### src/rtl/sirv_pwm_deadtime.sv
// Complementary high/low-side drive from PWM levels with programmable dead time, fault latch and polarity.
// Outputs are registered state decodes (1 cycle after the sampled input); no flow control, every cycle is live.
module sirv_pwm_deadtime #(
    parameter int NCH = 4,
    parameter int DTW = 8
) (
    input  logic            clock,
    input  logic            reset,
    input  logic            io_cfg_write_valid,
    input  logic [31:0]     io_cfg_write_bits,
    output logic [31:0]     io_cfg_read,
    input  logic [NCH-1:0]  io_pwm_in,
    input  logic            io_fault,
    output logic [NCH-1:0]  io_hs,
    output logic [NCH-1:0]  io_ls,
    output logic            io_fault_ip
);

    typedef enum logic [2:0] {
        S_IDLE,
        S_HIGH,
        S_LOW,
        S_DEAD_HL,
        S_DEAD_LH
    } state_t;

    logic [DTW-1:0] dt;
    logic [3:0]     en;
    logic [3:0]     pol;
    logic           fault;

    state_t         st      [NCH];
    state_t         st_nxt  [NCH];
    logic [DTW-1:0] cnt     [NCH];
    logic [DTW-1:0] cnt_nxt [NCH];

    logic unused_cfg;
    assign unused_cfg = ^{io_cfg_write_bits[31:17], io_cfg_write_bits[7:0]};

    // A clear coinciding with a live fault request leaves the latch set.
    always_ff @(posedge clock) begin
        if (reset) begin
            dt    <= '0;
            en    <= '0;
            pol   <= '0;
            fault <= 1'b0;
        end else begin
            if (io_cfg_write_valid) begin
                dt  <= io_cfg_write_bits[DTW-1:0];
                en  <= io_cfg_write_bits[11:8];
                pol <= io_cfg_write_bits[15:12];
            end
            fault <= io_fault | (fault & ~(io_cfg_write_valid & io_cfg_write_bits[16]));
        end
    end

    always_comb begin
        for (int i = 0; i < NCH; i++) begin
            st_nxt[i]  = st[i];
            cnt_nxt[i] = cnt[i];
            if (!en[i] || fault) begin
                st_nxt[i] = S_IDLE;
            end else begin
                case (st[i])
                    S_IDLE: begin
                        st_nxt[i]  = io_pwm_in[i] ? S_DEAD_LH : S_DEAD_HL;
                        cnt_nxt[i] = dt;
                    end
                    S_HIGH: begin
                        if (!io_pwm_in[i]) begin
                            st_nxt[i]  = S_DEAD_HL;
                            cnt_nxt[i] = dt;
                        end
                    end
                    S_LOW: begin
                        if (io_pwm_in[i]) begin
                            st_nxt[i]  = S_DEAD_LH;
                            cnt_nxt[i] = dt;
                        end
                    end
                    // A reversal during dead time returns to the old side with no extra delay.
                    S_DEAD_HL: begin
                        if (io_pwm_in[i])        st_nxt[i]  = S_HIGH;
                        else if (cnt[i] == '0)   st_nxt[i]  = S_LOW;
                        else                     cnt_nxt[i] = cnt[i] - DTW'(1);
                    end
                    S_DEAD_LH: begin
                        if (!io_pwm_in[i])       st_nxt[i]  = S_LOW;
                        else if (cnt[i] == '0)   st_nxt[i]  = S_HIGH;
                        else                     cnt_nxt[i] = cnt[i] - DTW'(1);
                    end
                    default: st_nxt[i] = S_IDLE;
                endcase
            end
        end
    end

    always_ff @(posedge clock) begin
        for (int i = 0; i < NCH; i++) begin
            if (reset) begin
                st[i]  <= S_IDLE;
                cnt[i] <= '0;
            end else begin
                st[i]  <= st_nxt[i];
                cnt[i] <= cnt_nxt[i];
            end
        end
    end

    always_comb begin
        for (int i = 0; i < NCH; i++) begin
            io_hs[i] = (st[i] == S_HIGH) ^ pol[i];
            io_ls[i] = (st[i] == S_LOW) ^ pol[i];
        end
    end

    assign io_cfg_read = {fault, 15'b0, pol, en, 8'(dt)};
    assign io_fault_ip = fault;

endmodule

### config.mk
export PLATFORM = sky130hd
export DESIGN_NAME = sirv_pwm_deadtime
export DESIGN_NICKNAME = d
export VERILOG_FILES = /design/src/rtl/sirv_pwm_deadtime.sv
export SDC_FILE = /design/constraint.sdc
export NUM_CORES = 1
export LEC_CHECK = 0
export BUFFER_PORTS_ARGS = -buffer_cell sky130_fd_sc_hd__buf_2
export CAP_MARGIN = 0
export CORE_ASPECT_RATIO = 0.8
export CORE_UTILIZATION = 30
export DETAILED_ROUTE_END_ITERATION = 6
export RECOVER_POWER = 50
export SLEW_MARGIN = 15
export SYNTH_ARGS = -nofsm -noshare
export SYNTH_HDL_FRONTEND = slang
export SYNTH_SLANG_ARGS = --single-unit
### constraint.sdc
create_clock -name clock -period 2.4 [get_ports clock]
set_input_delay 0.24 -clock clock [delete_from_list [all_inputs] [get_ports clock]]
set_output_delay 0.24 -clock clock [all_outputs]
set_load 0.005 [all_outputs]
==> out/qor.yml <==
setup_path:
  endpoint_kind: "flip-flop"
  rr_worst_depth: 7
  cp.required_ps: 2640
  cp_max_fo: 14
  r2r-end: "cnt[1][0]"
  crit_chain: "inv_1 -> ha_1 -> or4b_4 -> nand2b_4 -> o2111ai_4 -> a211oi_1 -> a211oi_1"
  cp_common_cell: "a211oi_1"
  r2r_slack_ps: 280
  cpPeakStageDelay_ps: 490
  critPathKind: "flip-flop to flip-flop"
  reg2reg_from: "cnt[1][0]"
  worstPathArrival_ps: 2360
  critPathSlowestCell: "or4b_4"
  critPathLaunchType: "flip-flop"
die:
  initial_core_util_pct: 30.8
  rows: 36
  core-area_um2: 12200
  die_area_um2: 13000
  die_h_um: 102
  fp.dieW_um: 127
  num_io_pins: 81
routing:
  drt_pre_antenna_iters: 4
  maxUsedRoutingLayer: "met4"
  drc_errors: 0
  drtIter0Drc: 238
  via_per_inst: 5.04
  dr_wl_met2_um: 4270
  wl_um: 9510
  ant_nets: 0
  met3RoutedLength_um: 266
  wirelength_met1_um: 4710
  dr_total_vias: 3495
  avgRoutedWirePerCell_um: 13.7
power_and_ir_drop:
  pwr-share-clk_pct: 49.9
  pwr-share-seq_pct: 39.5
  powerDensity_nw_per_um2: 638
  p_comb_share_pct: 10.6
  vdd.ir_drop.worst_uv: 292
  swShare_pct: 25.4
  power_switching_uw: 707
  p_int_mw: 2.07
  p_leak_nw: 1.68
sta:
  rsz0062_at_grt: "false"
  clock_skew_ps: 5.46
  clock.fmax_mhz: 473
  slew_headroom_pct: 13.7
  setup_tns_ps: 0
  maxSlewViolCount: 0
  fin_crit_sh_pct: 88.2
  final-hold-violation-count: 0
  finalSetupViolCount: 0
  fin_crit_ps: 2120
  tightestPinTransition_ps: 1290
global_route:
  grt_pass1_wl_um: 15300
  grt_usage_pct: 15.2
  grt_start_max_net_pins: 54
  antenna_found_initial: 0
  first_global_vias: 3105
  grt-ovfl-total: 0
final_layout:
  final_util_pct: 35.7
  stdcell_area_um2: 4360
  n_fill_cell: 1256
  drive_above_1_share_pct: 13.4
  areaGrowthSynthToFinish_pct: 15.9
  diodes: 0
  nets: 566
placement:
  placed_area_um2: 4060
  io_buffers: 50
  place_congestion: 0.804
  place_hpwl_um: 6530
clock_network:
  clock_latency_ps: 330
  clk_pin_slew_ps: 60
  hold_buffers: 0
  cts_made_buffers: 9
  post_cts_buffers: 0
  h-tree-depth: 3
  cts-root-buf: "clkbuf_16"
  cts_tree: "built"
  clock_sinks: 61
  cts_resized: 0
  clk_path_buf_depth: 2
yosys:
  async_flop_share_pct: 0
  syn_area_per_cell_um2: 7.85
  yosys_warnings: 0
  yosysTopAreaCell: "dfxtp_1"
  synth.area.top_cells: "dfxtp_1, a21oi_1, nor2_1, mux2i_1, nand2_1"
  synth_flop_cell: "dfxtp_1"
  seq_area_frac_synth_pct: 32.5
  synth_top_area_share_pct: 32.5
  synth_cell_types: 59
  ys_seq_elements: 61
  synth-edff-count: 0
  synthCells: 479
  synth_area_um2: 3760
hold_path:
  min_from: "io_fault"
  min_path_cells: 3
  min_path_type: "input pin to flip-flop"
  hold_end: "io_fault_ip"
run_status:
  status: "finished, final reports clean"
run:
  cap_violations: 0
-- cell usage in the layout (no fill, tap or decap), types with 10 or more instances in the layout --
master,Yosys,layout
o21ai_1,22,22
conb_1,1,15
buf_2,10,39
nor2b_1,10,10
nand3_1,12,12
clkbuf_1,10,12
nand2_1,35,35
dfxtp_1,61,61
a21o_1,17,17
inv_1,20,20
nor2_1,53,54
a21oi_1,45,45
o21ai_0,12,12
mux2i_1,17,17
nor3_1,18,18
-- worst max-delay path: cells and delay by family, from the launching register on --
family,cells,cell delay (ps)
adder cells (fa/ha/maj),1,170
flip-flops,1,320
buffers and inverters,1,120
AO/OA/AOI/OAI,3,750
AND/OR/NAND/NOR,2,660
-- power by group through the flow --
stage	Clock [mW]	Combinational [mW]	Sequential, mW
6_report	1.39	0.295	1.10
3_3_place_gp	0	0.291	1.12
2_1_floorplan	0	0.229	1.09
3_5_place_dp	0	0.296	1.12
4_1_cts	1.41	0.299	1.10
5_1_grt	1.46	0.332	1.10
-- through the flow --
| stage | std cells | total power [mW] | hold slack, ps | worst slack [ps] |
|---|---|---|---|---|
| after global placement | 678 | 1.41 | 454 | 347 |
| after floorplan | 493 | 1.32 | 317 | 573 |
| final | 694 | 2.78 | 119 | 284 |
| after CTS | 694 | 2.81 | 113 | 293 |
| after detailed placement | 678 | 1.41 | 461 | 324 |
| after global routing | 694 | 2.90 | 146 | 121 |
-- registers in the layout, indices dropped and copies added, names as in the netlist --
register,cells
pol,4
en,4
io_fault_ip,1
st,12
cnt,32
dt,8
-- worst max path at each step --
stage,from,to,slack [ps],cells after the start
2_1_floorplan,cnt[1][0],cnt[1][2],570,8
3_3_place_gp,cnt[1][0],cnt[1][0],350,7
3_5_place_dp,cnt[1][0],cnt[1][0],320,7
4_1_cts,cnt[1][0],cnt[1][0],290,7
5_1_grt,cnt[1][0],cnt[1][0],120,7
6_report,cnt[1][0],cnt[1][0],280,7
-- final cells by class --
| class | count | area [um2] | share of cell area (%) |
|---|---|---|---|
| multi-input cells | 372 | 2270 | 52.0 |
| flip-flops and latches | 61 | 1220 | 28.0 |
| repair buffers | 54 | 267 | 6.11 |
| clock buffers | 10 | 229 | 5.25 |
| well taps | 171 | 214 | 4.91 |
| clock inverters | 6 | 87.6 | 2.01 |
| inverters | 20 | 75.1 | 1.72 |
-- synthesized netlist by cell type (3+ instances only) --
library cell / n
clkbuf_1: 10
o32ai_1: 3
a22oi_1: 3
a211o_1: 4
a21oi_1: 45
buf_2: 10
nand2b_1: 5
nand2_1: 35
nor4b_1: 4
nor4_1: 8
ha_1: 8
a21o_1: 17
o21a_1: 9
nand4b_1: 3
or4_1: 3
inv_1: 20
nor2_1: 53
or3b_2: 3
or3b_1: 4
buf_6: 3
buf_4: 16
dfxtp_1: 61
o21ai_1: 22
xor2_1: 8
o21ai_0: 12
nand3_1: 12
nand3b_1: 6
nor3_1: 18
nor2b_1: 10
a211oi_1: 4
mux2i_1: 17
nor3b_1: 9
-- cell families after synthesis --
| logic type | share of synthesized area [%] |
|---|---|
| and+or+nand+nor | 26.4 |
| AOI/OAI and AO/OA | 23.5 |
| DFF | 32.5 |
| buffers and inverters | 8.51 |
| muxes | 4.52 |
| adders and majority gates | 2.66 |
| xor gates and xnor gates | 1.86 |
| other | 0.0997 |
-- metal layers --
layer | vias to the layer above | GRT usage (%)
met3 | 22 | 3.25
met5 | - | 0
met4 | 0 | 8.42
met1 | 1641 | 19.3
li1 | 1763 | -
met2 | 69 | 24.3
Note: power is estimated with default switching activity, not from simulation.
